<file path="src/rtl/regfile_dump_reader.sv">
// Debug-side register file dumper: walks every register over a spare read port
// and streams each word MSB byte first over a valid/ready byte interface.
module regfile_dump_reader #(
  parameter int unsigned NB_BITS  = 32,
  parameter int unsigned NB_DEPTH = 5,
  parameter int unsigned NB_BYTE  = 8
) (
  input  logic                i_clk,
  input  logic                i_rst,
  input  logic                i_start,
  output logic [NB_DEPTH-1:0] o_read_addr,
  input  logic [NB_BITS-1:0]  i_read_data,
  output logic [NB_BYTE-1:0]  o_byte,
  output logic                o_byte_valid,
  input  logic                i_byte_ready,
  output logic                o_busy,
  output logic                o_done
);

  localparam int unsigned NB_WBYTES = NB_BITS / NB_BYTE;
  localparam int unsigned NB_CNT    = (NB_WBYTES > 1) ? $clog2(NB_WBYTES) : 1;
  localparam logic [NB_CNT-1:0]   LAST_BYTE = NB_CNT'(NB_WBYTES - 1);
  localparam logic [NB_DEPTH-1:0] LAST_ADDR = '1;

  typedef enum logic [1:0] {
    S_IDLE,
    S_READ,
    S_SEND,
    S_DONE
  } state_t;

  state_t              r_state;
  state_t              w_state_next;
  logic [NB_DEPTH-1:0] r_addr;
  logic [NB_DEPTH-1:0] w_addr_next;
  logic [NB_CNT-1:0]   r_byte_cnt;
  logic [NB_CNT-1:0]   w_byte_cnt_next;
  logic [NB_BITS-1:0]  r_shift;
  logic [NB_BITS-1:0]  w_shift_next;
  logic                w_xfer;

  assign w_xfer = (r_state == S_SEND) && i_byte_ready;

  always_ff @(posedge i_clk) begin
    if (!i_rst) begin
      r_state    <= S_IDLE;
      r_addr     <= '0;
      r_byte_cnt <= '0;
      r_shift    <= '0;
    end else begin
      r_state    <= w_state_next;
      r_addr     <= w_addr_next;
      r_byte_cnt <= w_byte_cnt_next;
      r_shift    <= w_shift_next;
    end
  end

  always_comb begin
    w_state_next    = r_state;
    w_addr_next     = r_addr;
    w_byte_cnt_next = r_byte_cnt;
    w_shift_next    = r_shift;
    case (r_state)
      S_IDLE: begin
        if (i_start) begin
          w_state_next = S_READ;
          w_addr_next  = '0;
        end
      end
      S_READ: begin
        w_shift_next    = i_read_data;
        w_byte_cnt_next = '0;
        w_state_next    = S_SEND;
      end
      S_SEND: begin
        if (w_xfer) begin
          if (r_byte_cnt != LAST_BYTE) begin
            w_shift_next    = r_shift << NB_BYTE;
            w_byte_cnt_next = r_byte_cnt + NB_CNT'(1);
          end else if (r_addr != LAST_ADDR) begin
            w_addr_next  = r_addr + NB_DEPTH'(1);
            w_state_next = S_READ;
          end else begin
            w_state_next = S_DONE;
          end
        end
      end
      S_DONE: begin
        // A start still held high chains straight into the next dump.
        w_addr_next  = '0;
        w_state_next = i_start ? S_READ : S_IDLE;
      end
      default: w_state_next = S_IDLE;
    endcase
  end

  assign o_read_addr  = r_addr;
  assign o_byte_valid = (r_state == S_SEND);
  assign o_byte       = o_byte_valid ? r_shift[NB_BITS-1 -: NB_BYTE] : '0;
  assign o_busy       = (r_state != S_IDLE);
  assign o_done       = (r_state == S_DONE);

endmodule

</file>
<file path="config.mk">
export PLATFORM = sky130hd
export DESIGN_NAME = regfile_dump_reader
export DESIGN_NICKNAME = d
export VERILOG_FILES = /design/src/rtl/regfile_dump_reader.sv
export SDC_FILE = /design/constraint.sdc
export NUM_CORES = 1
export LEC_CHECK = 0
export ABC_AREA = 0
export CAP_MARGIN = 10
export CORE_MARGIN = 2
export CORE_UTILIZATION = 52
export DETAILED_ROUTE_END_ITERATION = 12
export GPL_ROUTABILITY_DRIVEN = 0
export PLACE_DENSITY = 0.85
export SETUP_SLACK_MARGIN = 0.05
export SLEW_MARGIN = 15
export SYNTH_ARGS = -nofsm -noshare
export SYNTH_HDL_FRONTEND = slang
export SYNTH_SLANG_ARGS = --single-unit
</file>
<file path="constraint.sdc">
create_clock -name i_clk -period 2.9 [get_ports i_clk]
set_input_delay 0.435 -clock i_clk [delete_from_list [all_inputs] [get_ports i_clk]]
set_output_delay 0.435 -clock i_clk [all_outputs]
set_load 0.02 [all_outputs]
</file>
# Yosys cells after proc, flatten, opt, wreduce, memory -nomap -nowiden
# Cells that the tools add are included.
[totals]
register_bits = 41
in_bits = 36
output_inout_bits = 16
elab_cells = 42
[op_classes]
addsub = 2
n_eq_ne = 10
mux = 18
n_reduce_logical = 8
[ops]
columns = ["op", "n"]
rows = [
  ["$mux 32", 2],
  ["$pmux 32 s2", 1],
  ["$mux 5", 4],
  ["$pmux 5 s3", 1],
  ["$mux 2", 6],
  ["$mux 8", 1],
  ["$pmux 2 s4", 1],
  ["$ne 2x1->1 const B", 3],
  ["$ne 2x2->1 const B", 3],
  ["$reduce_and 3->1", 2],
  ["$add 5x1->5 const B", 1],
  ["$ne 5x5->1 const B", 1],
  ["$reduce_and 5->1", 1],
  ["$eq 2x2->1 const B", 2],
  ["$pmux 2 s2", 1],
  ["$reduce_bool 2->1", 2],
  ["$reduce_bool 3->1", 1],
  ["$add 2x1->2 const B", 1],
  ["$eq 2x1->1 const B", 1],
  ["$logic_not 2->1", 1],
  ["$logic_and 1x1->1", 1],
  ["$mux 1", 1],
]

# Depth between registers and ports, before layout
# Gate-level depths: netlist of run 1.
[depth]
depth_word = 5
mapped_depth = 8
depth_no_buf = 7

# Least setup slack after synthesis of run 1
# No wires, ideal clock.
[synth_path]
path_kind = "register -> register"
startpoint = "reg r_addr[0] (netlist: o_read_addr[0])"
endpoint = "reg r_addr[2] (netlist: o_read_addr[2])"
setup_time_ns = 0.115
arrival_ns = 1.632
required_time_ns = 2.785
setup_slack_ns = 1.153
stages_incl_launch_ff = 8
n_path_buf = 0
synth_period_minus_slack_ns = 1.747
cell_sequence = "dfxtp_1 -> ha_1 -> and3_1 -> ha_1 -> and3b_1 -> nand3_1 -> and3_1 -> o21a_1"
[synth_between]
elab_chain_cells = 5
word_cells_on_any_way = 8
classes_between = "add/sub (1); eq/ne (2); mux (4); reduce/logical (1)"
[synth_rtl]
columns = ["item", "line", "source"]
rows = [
  ["from (decl)", "34", "logic [NB_DEPTH-1:0] r_addr;"],
  ["from (signal assigned)", "52", "r_addr <= w_addr_next;"],
  ["$add 5x1->5", "81", "w_addr_next = r_addr + NB_DEPTH'(1);"],
  ["$mux 5", "80", "end else if (r_addr != LAST_ADDR) begin"],
  ["$mux 5", "77", "if (r_byte_cnt != LAST_BYTE) begin"],
  ["$mux 5", "76", "if (w_xfer) begin"],
  ["$pmux 5 s3", "63", "case (r_state)"],
]
# Several ways; a longest one is shown, not always the timed one. The select of a mux whose other input is x is not followed.
# A chain may end at the register's enable or synchronous reset.

# Final worst setup path of run 1
[layout_path]
startpoint = "reg r_state[0]"
endpoint = "out o_byte[7]"
[layout_between]
elab_chain_cells = 2
[layout_rtl]
columns = ["item", "line", "source"]
rows = [
  ["from (decl)", "32", "state_t r_state;"],
  ["from (signal assigned)", "51", "r_state <= w_state_next;"],
  ["$eq 2x2->1", "98", "assign o_byte_valid = (r_state == S_SEND);"],
  ["$mux 8", "99", "assign o_byte = o_byte_valid ? r_shift[NB_BITS-1 -: NB_BYTE] : '0;"],
  ["to (decl)", "13", "output logic [NB_BYTE-1:0] o_byte,"],
]
# Every way passes these cells.

==> impl_metrics.toml, run 1 <==
[yosys]
synth_warnings = 0
syn_inst = 235
yosysSeqAreaShare_pct = 41.6
synth_ff_type = "dfxtp_1"
synthTopCellsByArea = "dfxtp_1 (42%), o211a_1 (12%), nand2_1 (9.9%)"
synthesis.area_mm2 = 0.00197
synth-edff-count = 0
ys_types = 33
async_reset_ff_share_pct = 0
synth_top_area_share_pct = 41.6
avgSynthCellArea_um2 = 8.40
yosysTopAreaCell = "dfxtp_1"
syn_nets = 274
ys_ff_latch = 41

[clock_network]
cts_max_level = 2
cts_tree = "yes"
cts_buffers = 5
insertion_delay_ps = 290
clk_pin_slew_worst_paths_ps = 70
cts_resized = 0
cts_hold_repair.buffers = 0
clkSinkCount = 41
postCtsSetupBuffers = 0
root_buffer = "clkbuf_8"
max-clock-path-buffers = 2

[cells_and_area]
final_cell_area_mm2 = 0.00258
antenna_cells = 0
fin_nets = 318
areaGrowthSynthToFinish_pct = 30.5
layout-drive-gt1-share_pct = 5.73
utilization_pct = 70.4
mostFrequentLayoutCell = "nand2_1"
final_cell_mix = "nand2_1 (52), clkdlybuf4s50_1 (51), dfxtp_1 (41)"
fin_cells = 327

[timing]
holdWs_ps = 499
fin_crit_sh_pct = 80.3
worstMarginPinSlew_ps = 460
fmax_ghz = 0.429
rsz0062_at_grt = "false"
fin_setup_tns_ps = 0
drv_slew = 0
finalHoldViolCount = 0
layout_min_cycle_time_ps = 2330
fin_ws_ps = 571
finalSetupViolCount = 0
slew_headroom_pct = 69.3
skew_ps = 8.13

[critical_path]
crit_start = "r_state[0]$_SDFFE_PN0P_"
worstSetupPathType = "reg -> out"
reg2reg_from = "r_state[0]$_SDFFE_PN0P_"
ff2ff_path_depth = 7
slowest_stage = "clkdlybuf4s50_1"
critPathRequiredTime_ps = 2470
cp-end-kind = "primary output"
cp_num_cells = 4
cp-endpoint = "o_byte[7]"
reg2reg_slack_ps = 780
rr_endpoint = "r_shift[26]$_SDFFE_PN0P_"
crit_arrival_ps = 1890
cp_max_fo = 15
cp_slowest_stage_delay_ps = 600
path_cells = "nand2b_1 -> inv_2 -> and2_1 -> clkdlybuf4s50_1"
critPathBufInv = 2
critPathLaunchType = "flop"
cp_top_family = "buffers and inverters"

[status]
status = "finished, final reports clean"

[hold_path]
min_path_type = "reg -> reg"
whs_path_depth = 1
hold_path.startpoint = "r_shift[31]$_SDFFE_PN0P_"

[placement]
place_hpwl_um = 3010
placed_area_mm2 = 0.00247
dp.cells = 320
dp_slack_ps = 750
port_buffers = 51

[grt]
antenna_found_initial = 0
grt_most_used_layer = "met2"
grtUsageMet3_pct = 4.79
grt_pass1_vias = 1758
met1_usage_pct = 27.6
grtUsageMet2_pct = 38.5
grt_start_max_net_pins = 49
grt_pass1_wl_um = 7620
gr-total-overflow = 0
grt_usage_pct = 22.3

[pwr]
power.density_mw_per_mm2 = 504
sw_frac_of_total_pct = 25.2
peakVddDrop_mv = 0.377
power_frac_seq_pct = 48.7
p_comb_share_pct = 17.1
switchingPower_mw = 0.327
power.share.clock_pct = 34.2
total_power_mw = 1.30
p_int_mw = 0.971
leakagePower_nw = 1.25

[floorplan]
core-area_mm2 = 0.00366
ios = 52
die_area_mm2 = 0.00431
dieWidth_um = 65.6
die_h_um = 65.6
initial_core_util_pct = 53.9
row_count = 22

[route]
routed_wl_um = 4470
ant_nets = 0
firstDrtPassIters = 4
drt_iter0_markers = 141
drc = 0
vias = 1768
wl_per_cell_um = 13.7
vias_per_cell = 5.41

[run]
drv_cap = 0
power groups by stage:
stage	combinational, mW	clock, mW	sequential [mW]
floorplan	0.151	0	0.636
global placement	0.217	0	0.644
detailed placement	0.221	0	0.645
CTS	0.223	0.449	0.632
global route	0.244	0.474	0.638
finish	0.222	0.443	0.633
Yosys cell counts, types with 2 or more instances:
master    number
a22oi_1        8
a31oi_1        2
and2_1        10
and3_1         2
buf_2          3
buf_4          4
buf_6          3
clkbuf_1       9
dfxtp_1       41
ha_1           3
nand2_1       52
nand2b_1       2
nand3_1       33
nor2_1         3
nor2b_1       13
o211a_1       24
o211ai_1       2
o21a_1         2
o21ai_0        5
cell type report:
| cell class | count | area (um2) |
|---|---|---|
| fillers | 297 | 1080 |
| clock buffers | 5 | 68.8 |
| clock inverters | 2 | 35.0 |
| inverters | 2 | 7.51 |
| repair buffers | 57 | 556 |
| multi-input cells | 172 | 1030 |
| well taps | 48 | 60.1 |
| flip-flops and latches | 41 | 821 |
per-layer routing:
metal	vias up	share of wire [%]
met1	817	47
met2	45	47
met5	-	0
met4	0	1.3
li1	899	-
met3	7	4.9
flip-flops by register name, indices dropped and copies added (netlist names):
signal and flops:
r_shift 32, o_read_addr 5, r_byte_cnt 2, r_state 2
worst min-delay path by stage:
stage / to / slack (ps)
finish: r_shift[31]$_SDFFE_PN0P_ / 500
global route: r_shift[27]$_SDFFE_PN0P_ / 520
CTS: r_shift[31]$_SDFFE_PN0P_ / 500
detailed placement: r_shift[31]$_SDFFE_PN0P_ / 480
global placement: r_shift[26]$_SDFFE_PN0P_ / 480
floorplan: r_shift[24]$_SDFFE_PN0P_ / 460
kinds of logic (layout without fill, tap and decap cells):
kind of cell	after synthesis	after routing	synth area share, %
buffers and inverters	22	66	6.27
AOI/OAI and AO/OA	48	48	20.5
and+or+nand+nor	120	120	29.2
adders and majority gates	3	3	1.90
muxes	1	1	0.507
DFF	41	41	41.6
(Power assumes the default switching activity.)
==> run 2: changes to the inputs <==
--- a/config.mk
+++ b/config.mk
@@ -8,10 +8,10 @@
 export ABC_AREA = 0
 export CAP_MARGIN = 10
 export CORE_MARGIN = 2
-export CORE_UTILIZATION = 52
+export CORE_UTILIZATION = 48
 export DETAILED_ROUTE_END_ITERATION = 12
 export GPL_ROUTABILITY_DRIVEN = 0
-export PLACE_DENSITY = 0.85
+export PLACE_DENSITY = 0.79
 export SETUP_SLACK_MARGIN = 0.05
 export SLEW_MARGIN = 15
 export SYNTH_ARGS = -nofsm -noshare
==> constraint.sdc (replaced) <==
create_clock -name i_clk -period 2.2 [get_ports i_clk]
set_input_delay 0.33 -clock i_clk [delete_from_list [all_inputs] [get_ports i_clk]]
set_output_delay 0.33 -clock i_clk [all_outputs]
set_load 0.02 [all_outputs]
==> impl_metrics.toml, run 2 (same netlist as run 1, synthesis figures left out) <==
[status]
status = "finished, final reports clean"

[pwr]
peakVddDrop_mv = 0.473
sw_frac_of_total_pct = 24.2
total_power_mw = 1.86
p_int_mw = 1.41
power.density_mw_per_mm2 = 707
p_comb_share_pct = 16.3
leakagePower_nw = 1.27
power_frac_seq_pct = 44.5
power.share.clock_pct = 39.2
switchingPower_mw = 0.450

[timing]
rsz0062_at_grt = "false"
fin_crit_sh_pct = 91.5
skew_ps = 5.28
worstMarginPinSlew_ps = 475
slew_headroom_pct = 68.3
finalHoldViolCount = 0
drv_slew = 0
fin_setup_tns_ps = 0
fin_ws_ps = 186
finalSetupViolCount = 0
fmax_ghz = 0.497
layout_min_cycle_time_ps = 2010

[route]
routed_wl_um = 4360
drc = 0
wl_per_cell_um = 13.2
vias = 1739
vias_per_cell = 5.25
ant_nets = 0
firstDrtPassIters = 4
drt_iter0_markers = 134

[placement]
dp.cells = 323
dp_slack_ps = 317
port_buffers = 51
place_hpwl_um = 2860

[floorplan]
die_h_um = 68.1
die_area_mm2 = 0.00464
ios = 52
row_count = 23
initial_core_util_pct = 49.7
dieWidth_um = 68.1
core-area_mm2 = 0.00397

[critical_path]
worstSetupPathType = "reg -> out"
critPathLaunchType = "flop"
cp_max_fo = 15
crit_arrival_ps = 1680
cp-end-kind = "primary output"
path_cells = "nand2b_1 -> inv_4 -> and2_1 -> clkdlybuf4s50_1"
critPathRequiredTime_ps = 1870
slowest_stage = "clkdlybuf4s50_1"
cp_slowest_stage_delay_ps = 590

[cells_and_area]
largest_reg_flops = 32
regMostFlops = "r_shift"
fillCellCount = 342
layout-drive-gt1-share_pct = 6.41
mostFrequentLayoutCell = "nand2_1"
final_cell_mix = "nand2_1 (52), clkdlybuf4s50_1 (51), dfxtp_1 (41)"
fin_cells = 331
antenna_cells = 0
areaGrowthSynthToFinish_pct = 33.5
fin_nets = 319

[clock_network]
cts_max_level = 2
clk_pin_slew_worst_paths_ps = 80
cts_resized = 0
cts_hold_repair.buffers = 0
cts_tree = "yes"
root_buffer = "clkbuf_8"
insertion_delay_ps = 290
clkSinkCount = 41
cts_buffers = 5
postCtsSetupBuffers = 0
max-clock-path-buffers = 2

[run]
drv_cap = 0

[grt]
grt_start_max_net_pins = 49
grt_pass1_wl_um = 7210
antenna_found_initial = 0
grt_pass1_vias = 1608
grt_usage_pct = 20.5
gr-total-overflow = 0

[hold_path]
min_path_type = "reg -> reg"
## run 2: worst max-delay path, delay by kind of cell (launching register included)
| family | cells | cell delay [ps] |
|---|---|---|
| buffers and inverters | 2 | 740 |
| DFF | 1 | 310 |
| and+or+nand+nor | 2 | 330 |
## run 2: per-stage QoR
step	hold slack [ps]	utilization (%)	instance area, um2
floorplan	464	-	1970
global placement	475	62.9	2500
detailed placement	478	62.9	2500
CTS	496	66.3	2630
global route	521	66.4	2640
finish	493	66.4	2640
## run 2: worst paths after layout
path                               startpoint  slack, ps  cells past startpoint                     endpoint
hold reg to reg      r_shift[30]$_SDFFE_PN0P_        490                      1     r_shift[30]$_SDFFE_PN0P_
setup / recovery      r_state[0]$_SDFFE_PN0P_        190                      4                    o_byte[4]
hold / removal       r_shift[30]$_SDFFE_PN0P_        490                      1     r_shift[30]$_SDFFE_PN0P_
setup reg to reg  o_read_addr[0]$_SDFFE_PN0P_        350                      7  o_read_addr[3]$_SDFFE_PN0P_
## run 2: power groups by stage
| stage | combinational (mW) | sequential [mW] | clock (mW) |
|---|---|---|---|
| 5_1_grt | 0.335 | 0.837 | 0.775 |
| 2_1_floorplan | 0.199 | 0.838 | 0 |
| 4_1_cts | 0.305 | 0.830 | 0.737 |
| 3_3_place_gp | 0.300 | 0.846 | 0 |
| 6_report | 0.304 | 0.830 | 0.730 |
| 3_5_place_dp | 0.302 | 0.846 | 0 |
## run 2: final cells by class
class / count / area (um2) / share of cell area, %
timing repair buffer: 58 / 576 / 21.8
clock buffer: 5 / 68.8 / 2.61
multi-input combinational: 172 / 1030 / 39.1
inverter: 2 / 10.0 / 0.380
sequential: 41 / 821 / 31.1
tap: 50 / 62.6 / 2.37
clock inverter: 3 / 68.8 / 2.61
## run 2: per-layer routing
layer  up-vias  track usage [%]  share of wire [%]
met3         4             4.28                5.5
met4         0             7.50               0.92
met2        40             33.1                 45
met1       786             26.8                 49
met5         -                0                  0
li1        909                -                  -
